===== src/rtl/pipe_stage_skid_pkg.sv =====
// Shared types and constants for the generic pipeline stage register:
// FSM state encoding, occupancy width and the default no-op control bundle.
package pipe_pkg;

  typedef enum logic [1:0] {
    ST_EMPTY = 2'd0,
    ST_ONE   = 2'd1,
    ST_TWO   = 2'd2
  } state_e;

  localparam int OCC_W = 2;

  // Bundles wider than 64 bits would need a wider default here.
  localparam logic [63:0] CTRL_BUBBLE_DEF = 64'h0;

  function automatic logic [OCC_W-1:0] occ_of(input state_e s);
    case (s)
      ST_ONE:  return 2'd1;
      ST_TWO:  return 2'd2;
      default: return 2'd0;
    endcase
  endfunction

endpackage


===== src/rtl/pipe_stage_skid_if.sv =====
// Valid/ready handshake bundle between two pipeline stages.
// The stage register uses the slave view; the upstream/downstream driver uses master.
interface pipe_stage_skid_if #(
  parameter int DATA_W = 16,
  parameter int CTRL_W = 24
);
  logic              in_valid;
  logic              in_ready;
  logic [CTRL_W-1:0] in_ctrl;
  logic [DATA_W-1:0] in_data;
  logic              out_valid;
  logic              out_ready;
  logic [CTRL_W-1:0] out_ctrl;
  logic [DATA_W-1:0] out_data;

  modport master (
    output in_valid, in_ctrl, in_data, out_ready,
    input  in_ready, out_valid, out_ctrl, out_data
  );

  modport slave (
    input  in_valid, in_ctrl, in_data, out_ready,
    output in_ready, out_valid, out_ctrl, out_data
  );
endinterface


===== src/rtl/pipe_stage_skid_entry.sv =====
// pipe_entry_reg: one control+payload entry with load enable and a
// synchronous clear that writes the no-op bundle and a zero payload.
module pipe_entry_reg #(
  parameter int                DATA_W      = 16,
  parameter int                CTRL_W      = 24,
  parameter logic [CTRL_W-1:0] CTRL_BUBBLE = '0
) (
  input  logic              clk,
  input  logic              rst,
  input  logic              i_load,
  input  logic              i_clear,
  input  logic [CTRL_W-1:0] i_ctrl,
  input  logic [DATA_W-1:0] i_data,
  output logic [CTRL_W-1:0] o_ctrl,
  output logic [DATA_W-1:0] o_data
);

  logic [CTRL_W-1:0] r_ctrl;
  logic [DATA_W-1:0] r_data;

  always_ff @(posedge clk or posedge rst) begin
    if (rst) begin
      r_ctrl <= CTRL_BUBBLE;
      r_data <= '0;
    end else if (i_clear) begin
      r_ctrl <= CTRL_BUBBLE;
      r_data <= '0;
    end else if (i_load) begin
      r_ctrl <= i_ctrl;
      r_data <= i_data;
    end
  end

  assign o_ctrl = r_ctrl;
  assign o_data = r_data;

endmodule


===== src/rtl/pipe_stage_skid.sv =====
// Generic pipeline stage register with a 2-entry skid buffer and flush.
// Optional PIPE_STAGE_PERF_EN adds saturating stall/bubble counters.
module pipe_stage_skid
  import pipe_pkg::*;
#(
  parameter int                DATA_W      = 16,
  parameter int                CTRL_W      = 24,
  parameter logic [CTRL_W-1:0] CTRL_BUBBLE = CTRL_BUBBLE_DEF[CTRL_W-1:0]
) (
  input  logic             clk,
  input  logic             rst,
  input  logic             flush,
  pipe_stage_skid_if.slave bus,
`ifdef PIPE_STAGE_PERF_EN
  output logic [15:0]      stall_cnt,
  output logic [15:0]      bubble_cnt,
`endif
  output logic [OCC_W-1:0] occupancy
);

  state_e r_state;
  state_e w_state_nxt;

  logic              w_in_ready;
  logic              w_out_valid;
  logic              w_accept;
  logic              w_fire;
  logic              w_main_load;
  logic              w_main_from_skid;
  logic              w_skid_load;
  logic [CTRL_W-1:0] w_main_ctrl_d;
  logic [DATA_W-1:0] w_main_data_d;
  logic [CTRL_W-1:0] w_main_ctrl;
  logic [DATA_W-1:0] w_main_data;
  logic [CTRL_W-1:0] w_skid_ctrl;
  logic [DATA_W-1:0] w_skid_data;

  // Handshake outputs come from the state register only, so out_ready
  // never reaches in_ready combinationally.
  assign w_in_ready  = (r_state != ST_TWO);
  assign w_out_valid = (r_state != ST_EMPTY);
  assign w_accept    = bus.in_valid & w_in_ready;
  assign w_fire      = w_out_valid & bus.out_ready;

  always_ff @(posedge clk or posedge rst) begin
    if (rst) r_state <= ST_EMPTY;
    else     r_state <= w_state_nxt;
  end

  always_comb begin
    w_state_nxt      = r_state;
    w_main_load      = 1'b0;
    w_main_from_skid = 1'b0;
    w_skid_load      = 1'b0;
    if (flush) begin
      w_state_nxt = ST_EMPTY;
    end else begin
      case (r_state)
        ST_EMPTY: begin
          if (w_accept) begin
            w_state_nxt = ST_ONE;
            w_main_load = 1'b1;
          end
        end
        ST_ONE: begin
          if (w_accept && w_fire) begin
            w_main_load = 1'b1;
          end else if (w_accept) begin
            w_state_nxt = ST_TWO;
            w_skid_load = 1'b1;
          end else if (w_fire) begin
            w_state_nxt = ST_EMPTY;
          end
        end
        ST_TWO: begin
          if (w_fire) begin
            w_state_nxt      = ST_ONE;
            w_main_load      = 1'b1;
            w_main_from_skid = 1'b1;
          end
        end
        default: w_state_nxt = ST_EMPTY;
      endcase
    end
  end

  assign w_main_ctrl_d = w_main_from_skid ? w_skid_ctrl : bus.in_ctrl;
  assign w_main_data_d = w_main_from_skid ? w_skid_data : bus.in_data;

  // main/skid stage boundary
  pipe_entry_reg #(
    .DATA_W      (DATA_W),
    .CTRL_W      (CTRL_W),
    .CTRL_BUBBLE (CTRL_BUBBLE)
  ) u_main (
    .clk     (clk),
    .rst     (rst),
    .i_load  (w_main_load),
    .i_clear (flush),
    .i_ctrl  (w_main_ctrl_d),
    .i_data  (w_main_data_d),
    .o_ctrl  (w_main_ctrl),
    .o_data  (w_main_data)
  );

  pipe_entry_reg #(
    .DATA_W      (DATA_W),
    .CTRL_W      (CTRL_W),
    .CTRL_BUBBLE (CTRL_BUBBLE)
  ) u_skid (
    .clk     (clk),
    .rst     (rst),
    .i_load  (w_skid_load),
    .i_clear (flush),
    .i_ctrl  (bus.in_ctrl),
    .i_data  (bus.in_data),
    .o_ctrl  (w_skid_ctrl),
    .o_data  (w_skid_data)
  );

  assign bus.in_ready  = w_in_ready;
  assign bus.out_valid = w_out_valid;
  // A drained stage keeps its stale payload but presents a no-op bundle.
  assign bus.out_ctrl  = (r_state == ST_EMPTY) ? CTRL_BUBBLE : w_main_ctrl;
  assign bus.out_data  = w_main_data;
  assign occupancy     = occ_of(r_state);

`ifdef PIPE_STAGE_PERF_EN
  function automatic logic [15:0] sat_inc(input logic [15:0] v);
    return (v == 16'hFFFF) ? v : v + 16'd1;
  endfunction

  logic [15:0] r_stall_cnt;
  logic [15:0] r_bubble_cnt;

  always_ff @(posedge clk or posedge rst) begin
    if (rst) begin
      r_stall_cnt  <= '0;
      r_bubble_cnt <= '0;
    end else begin
      if (w_out_valid && !bus.out_ready)
        r_stall_cnt <= sat_inc(r_stall_cnt);
      if ((r_state == ST_EMPTY) || flush)
        r_bubble_cnt <= sat_inc(r_bubble_cnt);
    end
  end

  assign stall_cnt  = r_stall_cnt;
  assign bubble_cnt = r_bubble_cnt;
`endif

endmodule

===== src/flat_wrapper.sv =====
// flat-port wrapper written by rule: the top's interface ports become plain ports
module pipe_stage_skid_flat import pipe_pkg::*;
#(
  parameter int                DATA_W      = 16,
  parameter int                CTRL_W      = 24,
  parameter logic [CTRL_W-1:0] CTRL_BUBBLE = CTRL_BUBBLE_DEF[CTRL_W-1:0]
)
  (clk, rst, flush, occupancy, bus_in_valid, bus_in_ctrl, bus_in_data, bus_out_ready, bus_in_ready, bus_out_valid, bus_out_ctrl, bus_out_data);
  pipe_stage_skid_if #(.DATA_W(DATA_W), .CTRL_W(CTRL_W)) bus_i ();
  input  logic clk;
  input  logic rst;
  input  logic flush;
  output logic [OCC_W-1:0] occupancy;
  input wire logic [$bits(bus_i.in_valid)-1:0] bus_in_valid;
  input wire logic [$bits(bus_i.in_ctrl)-1:0] bus_in_ctrl;
  input wire logic [$bits(bus_i.in_data)-1:0] bus_in_data;
  input wire logic [$bits(bus_i.out_ready)-1:0] bus_out_ready;
  output wire logic [$bits(bus_i.in_ready)-1:0] bus_in_ready;
  output wire logic [$bits(bus_i.out_valid)-1:0] bus_out_valid;
  output wire logic [$bits(bus_i.out_ctrl)-1:0] bus_out_ctrl;
  output wire logic [$bits(bus_i.out_data)-1:0] bus_out_data;
  assign bus_i.in_valid = bus_in_valid;
  assign bus_i.in_ctrl = bus_in_ctrl;
  assign bus_i.in_data = bus_in_data;
  assign bus_i.out_ready = bus_out_ready;
  assign bus_in_ready = bus_i.in_ready;
  assign bus_out_valid = bus_i.out_valid;
  assign bus_out_ctrl = bus_i.out_ctrl;
  assign bus_out_data = bus_i.out_data;
  pipe_stage_skid #(.DATA_W(DATA_W), .CTRL_W(CTRL_W), .CTRL_BUBBLE(CTRL_BUBBLE)) u_core (.clk(clk), .rst(rst), .flush(flush), .bus(bus_i), .occupancy(occupancy));
endmodule

===== config.mk =====
export PLATFORM = sky130hd
export DESIGN_NAME = pipe_stage_skid_flat
export DESIGN_NICKNAME = d
export VERILOG_FILES = /design/src/rtl/pipe_stage_skid_pkg.sv /design/src/rtl/pipe_stage_skid_if.sv /design/src/rtl/pipe_stage_skid_entry.sv /design/src/rtl/pipe_stage_skid.sv /design/src/flat_wrapper.sv
export SDC_FILE = /design/constraint.sdc
export NUM_CORES = 1
export LEC_CHECK = 0
export ABC_AREA = 1
export BUFFER_PORTS_ARGS = -buffer_cell sky130_fd_sc_hd__buf_2
export CAP_MARGIN = 20
export CORE_MARGIN = 2
export CORE_UTILIZATION = 58
export DETAILED_ROUTE_END_ITERATION = 8
export PLACE_DENSITY = 0.85
export RECOVER_POWER = 25
export SKIP_LAST_GASP = 1
export SYNTH_ARGS = -nofsm -noshare
export SYNTH_HDL_FRONTEND = slang
export SYNTH_SLANG_ARGS = --single-unit

===== constraint.sdc =====
create_clock -name clk -period 6.01 [get_ports clk]
set_clock_uncertainty 0.1 [all_clocks]
set_input_delay 1.202 -clock clk [delete_from_list [all_inputs] [get_ports clk]]
set_output_delay 1.202 -clock clk [all_outputs]
set_load 0.005 [all_outputs]

==> qor.log, run 1 <==
qor: run_status.outcome completed
qor: worst_hold_path.timing.hold.worst.class flop to flop
qor: timing.finalHoldViolations 0
qor: setup_path.r2r_start u_core.r_state[1]
qor: global_route.global_route.overflow_total 0
qor: yosys.synth.most_common_cell nand2_1
qor: routing.viasPerCell 5.48
qor: timing.slew_violations 0
qor: yosys.yosysWarnings 0
qor: routing.wl_per_cell 14.7 um
qor: yosys.synth_cells 519
qor: clock_tree.cts_setup_buffers 0
qor: yosys.register_bit_total_from_synthesis 82
qor: power.power.share.clock 37.6%
qor: timing.worst_slew_margin_rel 34.4%
qor: layout.flow.area_growth_from_synthesis 19.4%
qor: setup_path.crit_path_top_delay_cell nor2_2
qor: setup_path.critical_path.cell_chain nor2_2 > buf_4 > nor2_1 > buf_2
qor: place.numPortBuffers 88
qor: yosys.synth_largest_type_area_fraction 52.1%
qor: setup_path.critical_path.top_delay_family simple AND/OR/NAND/NOR gates
qor: yosys.post_synth_design_cell_area 3940 um^2
qor: routing.final_antenna_net_count 0
qor: clock_tree.cell_at_the_root_of_the_clock_tree clkbuf_8
qor: routing.dr.first_iter.drc_count 463
qor: routing.via_count 3,702
qor: layout.seqCellArea 2050 um^2
qor: power.cellPowerDensity 275 nW/um^2
qor: setup_path.setup.worst_path.end_class output port
qor: power.internal_power 0.000933 W
qor: clock_tree.cts-buffers-inserted 9
qor: floorplanning.initial_utilization 59.0%
qor: floorplanning.design.core.area 6680 um^2
qor: setup_path.critical_path_start_type flop
qor: global_route.grt_start_max_net_pins 83
qor: clock_tree.clock_latency 0.36 ns
qor: clock_tree.cts-root-to-sink-buffers 2
qor: clock_tree.tritoncts_clock_tree built
qor: layout.area_of_the_multi_input_gates 1490 um^2
qor: power.combinationalPowerShare 15.6%
qor: yosys.postSynthAreaPerCell 7.59 um^2
qor: yosys.synth_cell_type_count 15
qor: setup_path.worstPathRequired 4.71 ns
qor: power.switching_pwr 0.000361 W
qor: layout.proportion_of_layout_cells_with_a_drive_suffix_above_1 19.5%
qor: yosys.synth-async-reset-ratio 100%
qor: timing.ratio_of_final_minimum_period_to_clock_period 52.9%
qor: timing.timing_worst_slew_pin_value 0.981 ns
qor: floorplanning.io_pins 89
qor: timing.period_minus_slack 3.18 ns
qor: yosys.synth_fp_nets 564
qor: power.max-vdd-ir-drop 0.197 mV
qor: setup_path.critical_path_cell_count 4
qor: layout.num-fill-cells 553
qor: global_route.grt_pass1_wl 16,000 um
qor: floorplanning.design.die.area 7470 um^2
qor: timing.fmax 314 MHz
qor: clock_tree.clock_sink_count 82
qor: setup_path.critical_path_arrival 1.88 ns
qor: setup_path.r2r.worst_path.cells 6
qor: yosys.post_synth_most_frequent_cells nand2_1 (129), nand3_1 (84), dfrtp_1 (82)
qor: routing.drtPass1Iterations 4
qor: place.detailedPlacementHpwl 5930 um
qor: setup_path.crit_fanout 17
qor: floorplanning.die_width 86.4 um
qor: power.power.static_leakage 2.50 nW
qor: yosys.post_synthesis_sequential_area_ratio 52.1%
qor: worst_hold_path.min_delay_path_depth 2
qor: setup_path.startpoint u_core.r_state[1]
qor: yosys.ys.flop_type dfrtp_1
qor: layout.layout.nets 635
qor: setup_path.r2r_end u_core.u_main.o_data[15]
qor: setup_path.slowest_delay 0.50 ns
qor: routing.drt-total-wl 9920 um
qor: timing.finalSetupViolations 0
qor: yosys.synth_enable_flop_cells 0
qor: global_route.grt_antenna_before_repair 0
qor: setup_path.worst_setup_path_endpoint bus_out_ctrl[4]
qor: global_route.vias_in_the_first_global_route 3,424
qor: power.post-layout-total-power 0.00129 W
qor: layout.antennaDiodeCount 0
qor: power.share_seq_of_total_power 46.8%
qor: clock_tree.cts.reportedPaths.clkPinSlew 0.09 ns
qor: run.drv_cap 0
qor: place.gpl.final_weighted_congestion 0.860
qor: power.p_sw_share 27.9%
qor: yosys.synth.largest_area_cell dfrtp_1
qor: floorplanning.rows 30
qor: setup_path.timing.critical_path.buf_inv 2
qor: floorplanning.fp.dieH 86.4 um
qor: clock_tree.cts_hold_buf 0
qor: global_route.track_usage 27.2%
qor: timing.rsz0062_at_grt no
qor: routing.drc_violation_count_after_routing 0
qor: clock_tree.cts_max_level 3
qor: setup_path.r2r_setup_slack 3.36 ns
qor: setup_path.worst_setup_path_class flop to output port
qor: yosys.ys_top_cells_by_area dfrtp_1 (52%), nand2_1 (12%), nand3_1 (11%)
qor: clock_tree.cts_repair_resize_count 0
qor: timing.setup_tns 0 ns
==> sequential cells by signal (all words and copies together), names as in the netlist <==
register / cells
u_core.u_main.o_ctrl: 24
u_core.u_skid.o_ctrl: 24
u_core.u_main.o_data: 16
u_core.u_skid.o_data: 16
u_core.r_state: 2
==> layout make-up <==
class	instances	area share [%]
Timing Repair Buffer	94	11.5
Tap cell	80	2.13
Multi-Input combinational cell	329	31.7
Clock inverter	6	2.39
Inverter	74	5.93
Clock buffer	10	2.71
Sequential cell	82	43.6
==> worst min-delay path by stage <==
stage	from	endpoint	slack, ns
2_1_floorplan	u_core.u_main.o_ctrl[0]	u_core.u_main.o_ctrl[0]	0.38
3_3_place_gp	u_core.u_main.o_ctrl[2]	u_core.u_main.o_ctrl[2]	0.39
3_5_place_dp	u_core.u_main.o_data[3]	u_core.u_main.o_data[3]	0.39
4_1_cts	u_core.u_main.o_data[3]	u_core.u_main.o_data[3]	0.41
5_1_grt	u_core.u_main.o_data[11]	u_core.u_main.o_data[11]	0.43
6_report	u_core.u_main.o_data[3]	u_core.u_main.o_data[3]	0.41
==> power groups by stage <==
| stage | Clock [W] | Combinational, W | Sequential [W] |
|---|---|---|---|
| finish | 0.000487 | 0.000202 | 0.000606 |
| global route | 0.000511 | 0.000225 | 0.000609 |
| CTS | 0.000486 | 0.000190 | 0.000605 |
| detailed placement | 0 | 0.000188 | 0.000616 |
| global placement | 0 | 0.000182 | 0.000614 |
| floorplan | 0 | 0.000117 | 0.000612 |
==> cells by family after synthesis <==
logic type             count (synthesis)  synth area share (%)
AND/OR/NAND/NOR                      245                  26.1
AO/OA/AOI/OAI                         84                  10.9
flip-flops                            82                  52.1
buffers and inverters                108                  11.0
==> cells in the final DEF (no fill, tap or decap), drive strengths merged <==
cell type | netlist | layout
o211ai | 1 | 1
inv | 74 | 74
clkinvlp | 0 | 1
clkbuf | 18 | 11
o31ai | 1 | 1
nor2 | 32 | 32
dfrtp | 82 | 82
nand2 | 129 | 129
clkinv | 0 | 2
bufinv | 0 | 3
nand3 | 84 | 84
buf | 16 | 93
o21ai | 82 | 82
==> worst reg2reg max path, cell delays in order, from the launching register on <==
cell and delay, ns:
dfrtp_1 0.48, nor2_2 0.50, o21ai_4 0.27, buf_16 0.25
nor2_4 0.71, nand2_1 0.18, nand2_1 0.10
==> through the flow <==
step | utilization [%] | cells | setup WS (ns) | hold WS, ns | cell area (um^2)
final | 70.4 | 675 | 2.83 | 0.409 | 4700
after global routing | 70.4 | 675 | 2.78 | 0.429 | 4700
after CTS | 69.2 | 672 | 2.79 | 0.411 | 4630
after detailed placement | 65.6 | 656 | 2.44 | 0.389 | 4390
after global placement | 65.6 | 656 | 2.58 | 0.389 | 4390
after floorplan | - | 519 | 2.60 | 0.376 | 3940
==> per-layer routing <==
layer  wire, um  vias to the layer above  global-route usage (%)
met5          0                        -                       0
met4        189                        0                    12.5
met3        724                       17                    5.05
met2       4670                      172                    40.9
met1       4340                     1740                    38.8
li1           -                     1773                       -
No activity file was read; power rests on OpenSTA's default activity.
==> run 2: changes to the inputs <==
--- a/config.mk
+++ b/config.mk
@@ -9,9 +9,9 @@
 export BUFFER_PORTS_ARGS = -buffer_cell sky130_fd_sc_hd__buf_2
 export CAP_MARGIN = 20
 export CORE_MARGIN = 2
-export CORE_UTILIZATION = 58
+export CORE_UTILIZATION = 54
 export DETAILED_ROUTE_END_ITERATION = 8
-export PLACE_DENSITY = 0.85
+export PLACE_DENSITY = 0.8
 export RECOVER_POWER = 25
 export SKIP_LAST_GASP = 1
 export SYNTH_ARGS = -nofsm -noshare
==> constraint.sdc (replaced) <==
create_clock -name clk -period 3 [get_ports clk]
set_clock_uncertainty 0.1 [all_clocks]
set_input_delay 0.6 -clock clk [delete_from_list [all_inputs] [get_ports clk]]
set_output_delay 0.6 -clock clk [all_outputs]
set_load 0.005 [all_outputs]
==> qor.log, run 2 (synthesized netlist as in run 1, its figures left out) <==
qor: run_status.outcome finished with violations
qor: run_status.violated_checks capacitance limit, slew limit
qor: setup_path.critical_path_arrival 1.59 ns
qor: setup_path.worstPathRequired 2.30 ns
qor: setup_path.crit_path_top_delay_cell dfrtp_1
qor: global_route.global_route.overflow_total 0
qor: setup_path.r2r.worst_path.cells 7
qor: worst_hold_path.min_delay_worst_endpoint u_core.u_skid.o_ctrl[3]
qor: clock_tree.cell_at_the_root_of_the_clock_tree clkbuf_8
qor: global_route.gr-usage-met1 32.4%
qor: clock_tree.cts.reportedPaths.clkPinSlew 0.08 ns
qor: floorplanning.design.die.area 8000 um^2
qor: global_route.use_met3 4.71%
qor: timing.finalSetupViolations 0
qor: layout.proportion_of_layout_cells_with_a_drive_suffix_above_1 20.1%
qor: place.detailedPlacementHpwl 6110 um
qor: clock_tree.cts_setup_buffers 0
qor: floorplanning.fp.dieH 89.4 um
qor: place.gpl.final_weighted_congestion 0.793
qor: layout.final_core_utilization 65.6%
qor: timing.ratio_of_final_minimum_period_to_clock_period 76.2%
qor: layout.num-fill-cells 625
qor: timing.period_minus_slack 2.29 ns
qor: layout.flow.area_growth_from_synthesis 19.4%
qor: layout.layout_common_cells nand2_1 (129), buf_2 (88), nand3_1 (83), dfrtp_1 (82), o21ai_0 (81)
qor: global_route.grt_start_max_net_pins 81
qor: clock_tree.tritoncts_clock_tree built
qor: timing.slew_violations 54
qor: setup_path.setup.worst_path.end_class output port
qor: floorplanning.rows 31
qor: global_route.vias_in_the_first_global_route 3,489
qor: routing.drc_violation_count_after_routing 0
qor: timing.setup_tns 0 ns
qor: worst_hold_path.min_from bus_in_ctrl[3]
qor: setup_path.r2r_setup_slack 0.98 ns
qor: global_route.grt_busiest_layer met2
qor: layout.layout_commonest_cell nand2_1
qor: setup_path.critical_path.cell_chain nor2_2 > buf_4 > nor2_1 > buf_2
qor: power.power.static_leakage 2.50 nW
qor: clock_tree.cts_repair_resize_count 0
qor: routing.final_antenna_net_count 0
qor: power.max-vdd-ir-drop 0.358 mV
qor: clock_tree.clock_sink_count 82
qor: timing.worst_slew_margin_rel -39.7%
qor: layout.antennaDiodeCount 0
qor: routing.drt-total-wl 9700 um
qor: floorplanning.design.core.area 7180 um^2
qor: setup_path.r2r_end u_core.u_main.o_data[3]
qor: power.post-layout-total-power 0.00256 W
qor: layout.layout.nets 638
qor: place.numPortBuffers 88
qor: routing.wl_per_cell 13.9 um
qor: routing.via_count 3,693
qor: setup_path.worst_setup_path_class flop to output port
qor: clock_tree.cts_max_level 3
qor: floorplanning.die_width 89.4 um
qor: clock_tree.clock_latency 0.36 ns
qor: routing.dr.first_iter.drc_count 223
qor: floorplanning.initial_utilization 54.9%
qor: global_route.grt_antenna_before_repair 0
qor: clock_tree.cts_hold_buf 0
qor: floorplanning.io_pins 89
qor: setup_path.slowest_delay 0.45 ns
qor: clock_tree.cts-buffers-inserted 9
qor: clock_tree.cts-root-to-sink-buffers 2
qor: setup_path.crit_fanout 25
qor: timing.finalHoldViolations 0
qor: routing.drtPass1Iterations 5
qor: timing.rsz0062_at_grt no
qor: timing.fmax 437 MHz
qor: setup_path.critical_path_start_type flop
qor: global_route.grt_pass1_wl 15,800 um
qor: global_route.grt_use_met2 43.8%
qor: run.drv_cap 1
qor: setup_path.r2r_start u_core.r_state[1]
qor: power.cellPowerDensity 544 nW/um^2
qor: timing.timing_worst_slew_pin_value 2.09 ns
qor: global_route.track_usage 25.9%
qor: worst_hold_path.min_delay_path_depth 3
qor: routing.viasPerCell 5.30
qor: worst_hold_path.timing.hold.worst.class input port to flop
==> run 2: changes by cell type in the layout (fill, tap and decap cells not counted), sizes merged <==
cell    previous run  this run
buf               93        97
clkbuf            11         9
inv               74        75
==> run 2: power breakdown <==
group          internal [W]  total (W)  switching, W
clock network      0.000552   0.000956      0.000404
logic              0.000131   0.000392      0.000262
registers           0.00117    0.00121     0.0000376
total               0.00186    0.00256      0.000703
==> run 2: routing by layer <==
metal | up-vias | share of wire, %
met5 | - | 0
met4 | 0 | 1.8
met3 | 15 | 6.6
met2 | 143 | 51
met1 | 1756 | 41
li1 | 1779 | -
==> run 2: worst max-delay path by stage <==
stage / start / to / depth (start not counted)
5_1_grt: rst / u_core.u_main.o_data[13] / 2
2_1_floorplan: rst / u_core.r_state[0] / 1
3_3_place_gp: bus_in_valid / u_core.u_main.o_data[15] / 7
3_5_place_dp: bus_in_valid / u_core.u_main.o_data[3] / 7
6_report: u_core.r_state[0] / bus_out_ctrl[0] / 4
4_1_cts: u_core.r_state[0] / bus_out_ctrl[20] / 4
==> run 2: layout make-up <==
type	count	area, um^2	share of cell area [%]
timing repair buffer	97	520	11.1
multi-input combinational	329	1490	31.7
clock inverter	7	116	2.47
sequential	82	2050	43.6
clock buffer	9	124	2.63
inverter	74	278	5.90
tap	99	124	2.63
==> run 2: critical path, delay by kind of cell (launching register included) <==
family / cells / cell delay, ns
flops: 1 / 0.45
simple gates: 2 / 0.33
buf+inv: 2 / 0.46
==> run 2: stage by stage <==
step / cells / setup WS (ns) / instance area (um^2) / hold WS [ns]
after CTS: 697 / 0.707 / 4710 / 0.346
after detailed placement: 681 / 0.868 / 4470 / 0.396
after global placement: 681 / 0.957 / 4470 / 0.387
final: 697 / 0.714 / 4710 / 0.392
after global routing: 697 / 0.352 / 4710 / 0.400
after floorplan: 519 / 0.192 / 3940 / 0.376
==> run 3: changes to the inputs <==
==> constraint.sdc (replaced) <==
create_clock -name clk -period 2.2 [get_ports clk]
set_clock_uncertainty 0.1 [all_clocks]
set_input_delay 0.44 -clock clk [delete_from_list [all_inputs] [get_ports clk]]
set_output_delay 0.44 -clock clk [all_outputs]
set_load 0.005 [all_outputs]
==> qor.log, run 3 (synthesized netlist as in run 1, its figures left out) <==
qor: clock_tree.cts.reportedPaths.clkPinSlew 0.08 ns
qor: place.gpl.final_weighted_congestion 0.793
qor: place.numPortBuffers 88
qor: place.placed_cell_area 4520 um^2
qor: layout.layout.nets 642
qor: global_route.grt_start_max_net_pins 83
qor: routing.wl_per_cell 13.8 um
qor: floorplanning.design.die.area 8000 um^2
qor: routing.viasPerCell 5.31
qor: routing.drtPass1Iterations 5
qor: timing.slew_violations 0
qor: global_route.grt_busiest_layer met2
qor: setup_path.critical_path.cell_chain nor2_2 > buf_4 > nor2_1 > buf_2
qor: global_route.grt_use_met2 43.0%
qor: power.power.static_leakage 2.50 nW
qor: global_route.grt_antenna_before_repair 0
qor: routing.via_count 3,715
qor: layout.proportion_of_layout_cells_with_a_drive_suffix_above_1 20.3%
qor: global_route.use_met3 4.89%
qor: setup_path.setup.worst_path.end_class output port
qor: setup_path.slowest_delay 0.44 ns
qor: routing.drt-total-wl 9640 um
qor: power.max-vdd-ir-drop 0.572 mV
qor: layout.layout_commonest_cell nand2_1
qor: clock_tree.tritoncts_clock_tree built
qor: setup_path.timing.critical_path.buf_inv 2
qor: routing.final_antenna_net_count 0
qor: floorplanning.fp.dieH 89.4 um
qor: timing.worst_slew_margin_rel 25.6%
qor: place.detailedPlacementHpwl 6090 um
qor: floorplanning.io_pins 89
qor: setup_path.worst_setup_path_class flop to output port
qor: clock_tree.cts_hold_buf 0
qor: clock_tree.cts_repair_resize_count 0
qor: setup_path.critical_path.top_delay_family flip-flops
qor: clock_tree.cts_max_level 3
qor: timing.setup_tns 0 ns
qor: setup_path.critical_path_start_type flop
qor: power.post-layout-total-power 0.00333 W
qor: power.cellPowerDensity 707 nW/um^2
qor: global_route.global_route.overflow_total 0
qor: layout.post-route-cell-area 4710 um^2
qor: timing.rsz0062_at_grt no
qor: setup_path.worstPathRequired 1.66 ns
qor: routing.dr.first_iter.drc_count 359
qor: clock_tree.cell_at_the_root_of_the_clock_tree clkbuf_8
qor: setup_path.crit_fanout 18
qor: layout.flow.area_growth_from_synthesis 19.6%
qor: floorplanning.rows 31
qor: routing.drc_violation_count_after_routing 0
qor: setup_path.crit_path_top_delay_cell dfrtp_1
qor: timing.timing_worst_slew_pin_value 1.12 ns
qor: clock_tree.cts-buffers-inserted 9
qor: global_route.track_usage 26.0%
qor: worst_hold_path.timing.hold.worst.class input port to flop
qor: clock_tree.cts_setup_buffers 0
qor: timing.ratio_of_final_minimum_period_to_clock_period 91.8%
qor: clock_tree.cts-root-to-sink-buffers 2
qor: floorplanning.die_width 89.4 um
qor: timing.finalHoldViolations 0
qor: timing.period_minus_slack 2.02 ns
qor: timing.fmax 495 MHz
qor: layout.layout_common_cells nand2_1 (129), buf_2 (87), nand3_1 (83), dfrtp_1 (82), o21ai_0 (81)
qor: global_route.vias_in_the_first_global_route 3,537
qor: setup_path.critical_path_arrival 1.48 ns
qor: run.drv_cap 0
qor: clock_tree.clock_sink_count 82
qor: floorplanning.initial_utilization 54.9%
qor: layout.antennaDiodeCount 0
qor: timing.finalSetupViolations 0
qor: global_route.grt_pass1_wl 16,100 um
qor: floorplanning.design.core.area 7180 um^2
qor: global_route.gr-usage-met1 33.7%
qor: run_status.outcome completed
qor: clock_tree.clock_latency 0.35 ns
-- run 3: cell types whose count changed in the layout (fill, tap and decap cells not counted) --
cell,delta
clkbuf_8,+3
buf_4,+2
bufinv_16,-2
clkbuf_1,+2
buf_12,+1
buf_2,-1
clkbuf_4,+1
clkinv_2,-1
inv_1,-1
inv_6,-1
-- run 3: tightest hold or removal path, stage by stage --
cell and delay [ns]:
buf_2 0.09, nand3_1 0.06, o21ai_0 0.06
-- run 3: final timing paths --
check,endpoint,cells after the start,slack [ns],from
worst max register to register,u_core.u_main.o_ctrl[11],7,0.44,u_core.r_state[1]
worst min register to register,u_core.u_main.o_ctrl[17],2,0.41,u_core.u_main.o_ctrl[17]
worst max-delay path,bus_out_ctrl[23],4,0.18,u_core.r_state[0]
min in group asynchronous,u_core.u_skid.o_ctrl[6],3,0.38,rst
worst min-delay path,u_core.u_skid.o_data[0],3,0.24,bus_in_data[0]
max in group asynchronous,u_core.u_skid.o_data[2],3,0.91,rst
-- run 3: layout make-up --
class / count / area [um^2]
Clock inverter: 2 / 35.0
Sequential cell: 82 / 2050
Multi-Input combinational cell: 329 / 1490
Timing Repair Buffer: 101 / 562
Tap cell: 99 / 124
Fill cell: 600 / 2460
Inverter: 74 / 282
Clock buffer: 13 / 169
-- run 3: power breakdown --
part           leakage (nW)  internal [W]  switching, W
registers              1.12       0.00160     0.0000517
logic                  1.28      0.000192      0.000358
clock network         0.106      0.000611      0.000521
-- run 3: metrics by stage --
step / setup slack (ns) / instances / util, % / hold slack (ns)
finish: 0.181 / 700 / 65.7 / 0.236
global route: 0.0910 / 700 / 65.7 / 0.237
CTS: 0.187 / 700 / 65.9 / 0.110
detailed placement: 0.390 / 685 / 63.1 / 0.395
global placement: 0.433 / 685 / 63.1 / 0.389
floorplan: 0.602 / 519 / - / 0.376
-- run 3: routing by layer --
metal  up-vias  routed length, um
li1       1784                  -
met1      1760               4230
met2       154               4620
met3        17                642
met4         0                149
met5         -                  0
